===== src/rtl/frame_pixel_streamer.sv =====
// frame_pixel_streamer: reads one WIDTH x HEIGHT frame from a synchronous-read RAM in raster
// order and re-times the returned data into a valid/pixel stream with sof/eol/eof markers.
module frame_pixel_streamer #(
    parameter int BITW    = 8,
    parameter int WIDTH   = 256,
    parameter int HEIGHT  = 256,
    parameter int ADDRW   = 16,
    parameter int ROW_GAP = 0
) (
    input  logic             i_CLK,
    input  logic             i_reset,
    input  logic             i_start,
    input  logic             i_hold,
    output logic             o_rd_en,
    output logic [ADDRW-1:0] o_rd_addr,
    input  logic [BITW-1:0]  i_rd_data,
    output logic             o_valid,
    output logic [BITW-1:0]  o_pixel,
    output logic             o_sof,
    output logic             o_eol,
    output logic             o_eof,
    output logic             o_busy,
    output logic             o_done,
    output logic [15:0]      row_count,
    output logic [15:0]      col_count
);

    localparam logic [2:0] S_IDLE   = 3'd0;
    localparam logic [2:0] S_STREAM = 3'd1;
    localparam logic [2:0] S_GAP    = 3'd2;
    localparam logic [2:0] S_FLUSH  = 3'd3;
    localparam logic [2:0] S_DONE   = 3'd4;

    localparam logic [15:0] COL_LAST = 16'(WIDTH - 1);
    localparam logic [15:0] ROW_LAST = 16'(HEIGHT - 1);
    localparam logic [7:0]  GAP_LAST = (ROW_GAP > 0) ? 8'(ROW_GAP - 1) : 8'd0;

    logic [2:0]       state_q, state_d;
    logic [15:0]      col_q, col_d;
    logic [15:0]      row_q, row_d;
    logic [ADDRW-1:0] addr_q, addr_d;
    logic [7:0]       gap_cnt_q, gap_cnt_d;
    logic             flush_cnt_q, flush_cnt_d;
    logic             rd_en_q, rd_en_d;
    logic [ADDRW-1:0] rd_addr_q, rd_addr_d;
    logic             sof0_q, sof0_d, eol0_q, eol0_d, eof0_q, eof0_d;
    logic             v1_q, v1_d, sof1_q, sof1_d, eol1_q, eol1_d, eof1_q, eof1_d;
    logic             valid_q, valid_d;
    logic [BITW-1:0]  pixel_q, pixel_d;
    logic             sof_q, sof_d, eol_q, eol_d, eof_q, eof_d;
    logic             busy_q, busy_d;
    logic             done_q, done_d;
    logic [15:0]      row_count_q, row_count_d;
    logic [15:0]      col_count_q, col_count_d;

    logic             issue;
    logic             pipe_busy;
    logic             last_col;
    logic             last_row;
    logic [15:0]      cur_col;
    logic [15:0]      cur_row;
    logic [ADDRW-1:0] cur_addr;

    // col_q/row_q/addr_q hold the position of the next read to issue; a start issues pixel 0
    // on the same edge so the first read appears the cycle after the start pulse.
    always_comb begin
        state_d     = state_q;
        col_d       = col_q;
        row_d       = row_q;
        addr_d      = addr_q;
        gap_cnt_d   = gap_cnt_q;
        flush_cnt_d = flush_cnt_q;
        rd_en_d     = 1'b0;
        rd_addr_d   = rd_addr_q;
        sof0_d      = 1'b0;
        eol0_d      = 1'b0;
        eof0_d      = 1'b0;
        busy_d      = busy_q;
        done_d      = 1'b0;
        row_count_d = row_count_q;
        col_count_d = col_count_q;
        cur_col     = col_q;
        cur_row     = row_q;
        cur_addr    = addr_q;
        issue       = 1'b0;
        pipe_busy   = rd_en_q | v1_q | valid_q;

        case (state_q)
            S_IDLE: begin
                if (i_start) begin
                    state_d  = S_STREAM;
                    busy_d   = 1'b1;
                    cur_col  = '0;
                    cur_row  = '0;
                    cur_addr = '0;
                    col_d    = '0;
                    row_d    = '0;
                    addr_d   = '0;
                    issue    = !i_hold;
                end
            end
            S_STREAM: begin
                issue = !i_hold;
            end
            S_GAP: begin
                if (gap_cnt_q == 8'd0) begin
                    state_d = S_STREAM;
                end else begin
                    gap_cnt_d = gap_cnt_q - 8'd1;
                end
            end
            S_FLUSH: begin
                // Wait for in-flight reads to leave the output, then two quiet cycles.
                if (pipe_busy) begin
                    flush_cnt_d = 1'b0;
                end else if (flush_cnt_q) begin
                    state_d     = S_DONE;
                    done_d      = 1'b1;
                    busy_d      = 1'b0;
                    flush_cnt_d = 1'b0;
                end else begin
                    flush_cnt_d = 1'b1;
                end
            end
            S_DONE: begin
                state_d = S_IDLE;
            end
            default: begin
                state_d = S_IDLE;
            end
        endcase

        last_col = (cur_col == COL_LAST);
        last_row = (cur_row == ROW_LAST);

        if (issue) begin
            rd_en_d     = 1'b1;
            rd_addr_d   = cur_addr;
            row_count_d = cur_row;
            col_count_d = cur_col;
            sof0_d      = (cur_col == 16'd0) && (cur_row == 16'd0);
            eol0_d      = last_col;
            eof0_d      = last_col && last_row;
            addr_d      = cur_addr + ADDRW'(1);
            if (last_col) begin
                col_d = 16'd0;
                row_d = cur_row + 16'd1;
                if (last_row) begin
                    state_d     = S_FLUSH;
                    flush_cnt_d = 1'b0;
                end else if (ROW_GAP > 0) begin
                    state_d   = S_GAP;
                    gap_cnt_d = GAP_LAST;
                end else begin
                    state_d = S_STREAM;
                end
            end else begin
                col_d = cur_col + 16'd1;
            end
        end
    end

    // Markers travel two stages beside the RAM read so they line up with the returned data.
    always_comb begin
        v1_d    = rd_en_q;
        sof1_d  = sof0_q;
        eol1_d  = eol0_q;
        eof1_d  = eof0_q;
        valid_d = v1_q;
        pixel_d = v1_q ? i_rd_data : '0;
        sof_d   = v1_q & sof1_q;
        eol_d   = v1_q & eol1_q;
        eof_d   = v1_q & eof1_q;
    end

    always_ff @(posedge i_CLK or negedge i_reset) begin
        if (!i_reset) begin
            state_q     <= S_IDLE;
            col_q       <= '0;
            row_q       <= '0;
            addr_q      <= '0;
            gap_cnt_q   <= '0;
            flush_cnt_q <= 1'b0;
            rd_en_q     <= 1'b0;
            rd_addr_q   <= '0;
            sof0_q      <= 1'b0;
            eol0_q      <= 1'b0;
            eof0_q      <= 1'b0;
            v1_q        <= 1'b0;
            sof1_q      <= 1'b0;
            eol1_q      <= 1'b0;
            eof1_q      <= 1'b0;
            valid_q     <= 1'b0;
            pixel_q     <= '0;
            sof_q       <= 1'b0;
            eol_q       <= 1'b0;
            eof_q       <= 1'b0;
            busy_q      <= 1'b0;
            done_q      <= 1'b0;
            row_count_q <= '0;
            col_count_q <= '0;
        end else begin
            state_q     <= state_d;
            col_q       <= col_d;
            row_q       <= row_d;
            addr_q      <= addr_d;
            gap_cnt_q   <= gap_cnt_d;
            flush_cnt_q <= flush_cnt_d;
            rd_en_q     <= rd_en_d;
            rd_addr_q   <= rd_addr_d;
            sof0_q      <= sof0_d;
            eol0_q      <= eol0_d;
            eof0_q      <= eof0_d;
            v1_q        <= v1_d;
            sof1_q      <= sof1_d;
            eol1_q      <= eol1_d;
            eof1_q      <= eof1_d;
            valid_q     <= valid_d;
            pixel_q     <= pixel_d;
            sof_q       <= sof_d;
            eol_q       <= eol_d;
            eof_q       <= eof_d;
            busy_q      <= busy_d;
            done_q      <= done_d;
            row_count_q <= row_count_d;
            col_count_q <= col_count_d;
        end
    end

    assign o_rd_en   = rd_en_q;
    assign o_rd_addr = rd_addr_q;
    assign o_valid   = valid_q;
    assign o_pixel   = pixel_q;
    assign o_sof     = sof_q;
    assign o_eol     = eol_q;
    assign o_eof     = eof_q;
    assign o_busy    = busy_q;
    assign o_done    = done_q;
    assign row_count = row_count_q;
    assign col_count = col_count_q;

endmodule


===== config.mk =====
export PLATFORM = sky130hd
export DESIGN_NAME = frame_pixel_streamer
export DESIGN_NICKNAME = d
export VERILOG_FILES = /design/src/rtl/frame_pixel_streamer.sv
export SDC_FILE = /design/constraint.sdc
export NUM_CORES = 1
export LEC_CHECK = 0
export CELL_PAD_IN_SITES_DETAIL_PLACEMENT = 1
export CELL_PAD_IN_SITES_GLOBAL_PLACEMENT = 2
export CORE_UTILIZATION = 35
export CTS_CLUSTER_SIZE = 16
export DETAILED_ROUTE_END_ITERATION = 12
export GPL_TIMING_DRIVEN = 0
export PLACE_DENSITY_LB_ADDON = 0.3
export RECOVER_POWER = 50
export SETUP_SLACK_MARGIN = 0.02
export SLEW_MARGIN = 25
export SYNTH_ARGS = -nofsm -noshare
export SYNTH_HDL_FRONTEND = slang
export SYNTH_SLANG_ARGS = --single-unit

===== constraint.sdc =====
create_clock -name i_CLK -period 3.1 [get_ports i_CLK]
set_input_delay 0.775 -clock i_CLK [delete_from_list [all_inputs] [get_ports i_CLK]]
set_output_delay 0.775 -clock i_CLK [all_outputs]
set_load 0.01 [all_outputs]

# After elaboration in Yosys (flattened, before gate mapping)
# Index checks and enable logic that the tools add are counted.
[classes]
add_sub_neg = 4
multipliers = 0
n_div = 0
magnitude_cmp = 0
n_eq_ne = 8
shifts = 0
mux = 39
n_bitwise = 6
reduce_logical = 10
[op_table]
columns = ["cell", "count"]
rows = [
  ["16-bit two-way mux", 11],
  ["16-bit by 1-bit adder with 16-bit output, second input constant", 3],
  ["16-bit by 8-bit equality test with 1-bit output, second input constant", 2],
  ["16-bit logical NOT", 2],
  ["3-bit two-way mux", 6],
  ["1-bit two-way mux", 17],
  ["3-bit one-hot mux with 4 select lines", 1],
  ["8-bit logical NOT", 1],
  ["8-bit two-way mux", 1],
  ["8-bit by 1-bit subtractor with 8-bit output, second input constant", 1],
  ["3-bit by 2-bit equality test with 1-bit output, second input constant", 2],
  ["2-bit inequality test, second input constant", 3],
  ["1-bit one-hot mux with 2 select lines", 2],
  ["4-bit AND reduction", 1],
  ["1-bit AND", 3],
  ["3-bit by 1-bit equality test with 1-bit output, second input constant", 1],
  ["3-bit logical NOT", 1],
  ["1-bit logical AND", 2],
  ["2-bit two-way mux", 1],
  ["1-bit bitwise OR", 2],
  ["2-bit AND reduction", 1],
  ["2-bit nonzero test", 1],
  ["1-bit logical NOT", 1],
  ["1-bit NOT", 1],
]
[totals]
ff_bits = 130
latch_bits = 0
ram_bits = 0
rom_bits = 0
input_bits = 12
output_inout_bits = 63
wordCells = 91
n_memories = 0

# Logic depth before layout (Yosys ltp)
[depth]
ltp_word = 7
depth_mapped = 13
mapped_depth_nobuf = 8

# Worst setup path before layout
# Ideal clock, no wire load.
[synth_timing]
path_kind = "input to register"
start = "input i_start"
end = "register row_q[5]"
setup_ns = 0.079
arrival_time_ns = 3.037
required_time_ns = 3.021
setup_slack_ns = -0.017
path_stages = 12
n_path_buf = 4
cell_sequence = "or4b_2 -> buf_2 -> buf_1 -> nand2_1 -> inv_1 -> ha_1 -> nand2_1 -> or4b_1 -> buf_2 -> buf_2 -> nor3_1 -> mux2i_1"
[synth_via]
elab_chain_cells = 5
word_cells_on_any_way = 10
classes_between = "add/sub: 1; eq/ne: 1; mux: 8"
[synth_lines]
columns = ["element", "line_no", "text"]
rows = [
  ["start: declaration", "12", "input logic i_start,"],
  ["16-bit two-way mux, on equally long branches (2 in series)", "n/a", ""],
  ["16-bit by 1-bit adder with 16-bit output or 16-bit by 8-bit equality test with 1-bit output (tied branches)", "147, 133", ""],
  ["16-bit two-way mux", "145", "if (last_col) begin"],
  ["16-bit two-way mux *", "136", "if (issue) begin"],
  ["named net row_d[5]", "40", "logic [15:0] row_q, row_d;"],
  ["end signal: assignment", "205", "row_q <= row_d;"],
  ["end: declaration", "40", ""],
]
# Mark *: on every way through the listed nets, which the timed path passes. The rest lies on a longest branch.
# A chain may end at the register's enable or synchronous reset.

# Final worst setup path
[layout_timing]
start = "input i_start"
end = "register col_q[10]"
[layout_via]
elab_chain_cells = 5
word_cells_on_any_way = 8
classes_between = "add/sub: 1; eq/ne: 1; mux: 6"
[layout_lines]
columns = ["element", "line_no", "text"]
rows = [
  ["16-bit two-way mux (2 in series)", "n/a", ""],
  ["16-bit by 1-bit adder with 16-bit output or 16-bit by 8-bit equality test with 1-bit output (tied branches)", "158, 133", ""],
  ["16-bit two-way mux", "145", ""],
  ["16-bit two-way mux *", "136", ""],
  ["named net col_d[10]", "39", "logic [15:0] col_q, col_d;"],
  ["end signal: assignment", "204", "col_q <= col_d;"],
  ["end: declaration", "39", ""],
]
# Marks and branches as above.

==> results.sh <==
export IMPL_relSlewSlack=-0.648
export IMPL_die_area_mm2=0.0166
export IMPL_start_util=0.356
export IMPL_drc=2
export IMPL_area_growth_pct=30.9
export IMPL_synth_area_per_cell_um2=10.0
export IMPL_dp_hpwl_um=10900
export IMPL_cts_buffers=17
export IMPL_final_cell_mix="dfrtp_1, nand2_1, clkdlybuf4s50_1"
export IMPL_vias=4525
export IMPL_routabilityCongestion=0.832
export IMPL_cts_sinks=130
export IMPL_max_freq_mhz=336
export IMPL_placed_cell_area_mm2=0.00668
export IMPL_avgViaCountPerCell=5.11
export IMPL_cts_tree="yes"
export IMPL_final_common_cell="dfrtp_1"
export IMPL_yosysWarningCount=0
export IMPL_core_area_mm2=0.0158
export IMPL_hold_viol=0
export IMPL_p_leak_uw=0.00306
export IMPL_fin_nets=672
export IMPL_p_per_area_mw_per_mm2=624
export IMPL_drt_initial_drc_count=238
export IMPL_required_ns=3.44
export IMPL_fin_util=0.466
export IMPL_regToRegStartpoint="state_q[0]$_DFF_PN0_"
export IMPL_grt_use_met2=0.334
export IMPL_ys_ff_latch=130
export IMPL_rows=46
export IMPL_io_buffers=74
export IMPL_worstSetupStartpoint="i_start"
export IMPL_worst_pin_slew_ns=2.47
export IMPL_fin_crit_sh=0.961
export IMPL_p_seq_frac=0.430
export IMPL_critPathSlowestCell="or4b_4"
export IMPL_setup_ws_ns=0.122
export IMPL_grt_antenna_before_repair=0
export IMPL_timing_critical_path_buf_inv=6
export IMPL_min_period_ns=2.98
export IMPL_critPathLaunchType="input pin"
export IMPL_finalMaxSlewViolations=43
export IMPL_combPwrFrac=0.126
export IMPL_swShare=0.262
export IMPL_violations="DRC, capacitance limit, slew limit"
export IMPL_cp_common_cell="buf_6"
export IMPL_grt_ovfl_total=0
export IMPL_ys_seq_area_frac=0.577
export IMPL_clk_pin_slew_ns=0.06
export IMPL_wl_per_cell_um=17.4
export IMPL_ios=75
export IMPL_h_tree_depth=4
export IMPL_grtUsageTotal=0.203
export IMPL_min_delay_start="eol0_q$_DFF_PN0_"
export IMPL_synth_nets=578
export IMPL_cts_setup_buffers=0
export IMPL_fp_dieH_um=129
export IMPL_dp_slack_ns=-1.09
export IMPL_switching_power_uw=1200
export IMPL_drive_gt1_frac=0.0988
export IMPL_grt_busiest_layer="met2"
export IMPL_grt_max_degree=89
export IMPL_syn_inst=561
export IMPL_arrival_ns=3.32
export IMPL_grt_pass1_vias=4761
export IMPL_grtUsageMet1=0.260
export IMPL_max_cap_violations=1
export IMPL_die_x_um=129
export IMPL_cts_path_max_buffers=2
export IMPL_finalSetupViolCount=0
export IMPL_critical_path_max_stage_delay_ns=0.51
export IMPL_holdWs_ns=0.350
export IMPL_rsz0062_at_grt="false"
export IMPL_gr_usage_met3=0.0532
export IMPL_syn_area_mm2=0.00564
export IMPL_clk_insertion_delay_late_ns=0.42
export IMPL_cp_end_kind="flop"
export IMPL_p_clk_frac=0.444
export IMPL_grt_pass1_wl_um=25500
export IMPL_min_path_type="reg -> reg"
export IMPL_root_buffer="clkbuf_16"
export IMPL_wl_um=15400
export IMPL_path_delay_family="simple AND/OR/NAND/NOR gates"
export IMPL_fin_worst_skew_ns=0.0149
export IMPL_path_class="in -> reg"
export IMPL_intPower_uw=3400
export IMPL_ys_types=43
export IMPL_cts_hold_buf=0
export IMPL_crit_fanout=10
export IMPL_drt_first_pass_iters=8
export IMPL_finalInstanceArea_mm2=0.00738
export IMPL_outcome="complete, but fails checks"
export IMPL_path_cells="dlygate4sd2_1 -> or4b_4 -> buf_6 -> buf_8 -> nand2_1 -> inv_1 -> ha_1 -> nand2_2 -> or4b_4 -> buf_6 -> buf_6 -> nor3_1 -> mux2i_1"
export IMPL_fill_cells=1760
export IMPL_max_vdd_ir_drop_uv=458
export IMPL_ant_nets=0
final cells by class:
cell class	count	area, um2	area share
Multi-Input combinational cell	388	2270	0.308
Timing Repair Buffer	75	761	0.103
Buffer	30	166	0.0226
Sequential cell	130	3250	0.441
Inverter	13	48.8	0.00661
Tap cell	216	270	0.0366
Clock buffer	18	439	0.0595
Clock inverter	14	163	0.0220
Antenna cell	1	2.50	0.000339
routing by layer:
metal  wire, um  vias up
met5          0        -
li1           -     2140
met1       7020     2280
met3        546       21
met4        263        0
met2       7590       84
power by group through the flow:
stage	clock network, uW	logic (uW)	registers, uW
4_1_cts	2090	594	1980
3_3_place_gp	0	565	2000
5_1_grt	2160	645	2000
2_1_floorplan	0	263	2010
3_5_place_dp	0	587	2010
6_report	2040	581	1980
kinds of logic (layout without fill, tap and decap cells):
kind of cell / count (synthesis) / count (layout) / share of synthesized area
other cells: 0 / 1 / 0
simple gates: 259 / 259 / 0.230
mux: 12 / 12 / 0.0215
compound gates: 81 / 81 / 0.0801
xor+xnor: 31 / 31 / 0.0482
flops: 130 / 130 / 0.577
buf+inv: 43 / 150 / 0.0320
fa+ha+maj: 5 / 5 / 0.0111
registers in the layout, indices dropped and copies added (netlist names), 3 cells and up:
name	flops
col_q	16
gap_cnt_q	8
col_count	16
o_pixel	8
row_count	16
row_q	16
state_q	3
addr_q	16
o_rd_addr	16
final timing paths:
kind / to / slack, ns / depth (start not counted)
worst max register to register: col_q[10]$_DFF_PN0_ / 0.23 / 13
worst min-delay path: eol1_q$_DFF_PN0_ / 0.35 / 0
worst max-delay path: col_q[10]$_DFF_PN0_ / 0.12 / 13
min in group asynchronous: o_pixel[2]$_DFF_PN0_ / 1.10 / 1
worst min register to register: eol1_q$_DFF_PN0_ / 0.35 / 0
max in group asynchronous: row_q[13]$_DFF_PN0_ / 0.57 / 1
timing repair:
action	in CTS	in global routing
pin swaps	1	0
gates resized for setup	28	1
setup endpoints to repair	74	1
through the flow:
step / total power, uW / setup TNS [ns] / std cells
after global placement: 2570 / -571.21 / 851
after detailed placement: 2600 / -59.23 / 852
after CTS: 4670 / 0 / 884
final: 4600 / 0 / 885
after floorplan: 2270 / 0 / 561
after global routing: 4810 / 0 / 884
synthesized netlist by cell type, drive strengths merged:
master,instances,area [um2]
nand4,17,106
or4b,4,40.0
nor4b,3,32.5
a211oi,1,7.51
ha,5,62.6
o21ai,51,255
and2,13,81.3
a311oi,1,15.0
nand2,114,428
and4b,1,10.0
xor2,3,26.3
inv,13,48.8
a31o,1,8.76
and3,4,25.0
or4,9,71.3
mux2i,11,110
a31oi,1,6.26
nor2,24,90.1
clkbuf,16,61.3
dfrtp,130,3250
xnor2,28,245
or3,5,31.3
nand2b,8,50.1
o21bai,1,7.51
o31ai,10,75.1
nand4b,1,8.76
o22ai,1,6.26
nor3,12,60.1
mux2,1,11.3
or2,1,6.26
nor4,23,150
and4,1,8.76
a21oi,14,70.1
nor2b,1,6.26
buf,14,70.1
nand3,18,90.1
worst reg2reg max path, delay by kind of cell, from the launching register on:
kind / cells / cell delay, ns
simple gates: 5 / 1.11
fa+ha+maj: 1 / 0.18
flops: 1 / 0.37
mux: 1 / 0.20
buf+inv: 6 / 0.93
Note: power is estimated with default switching activity, not from simulation.
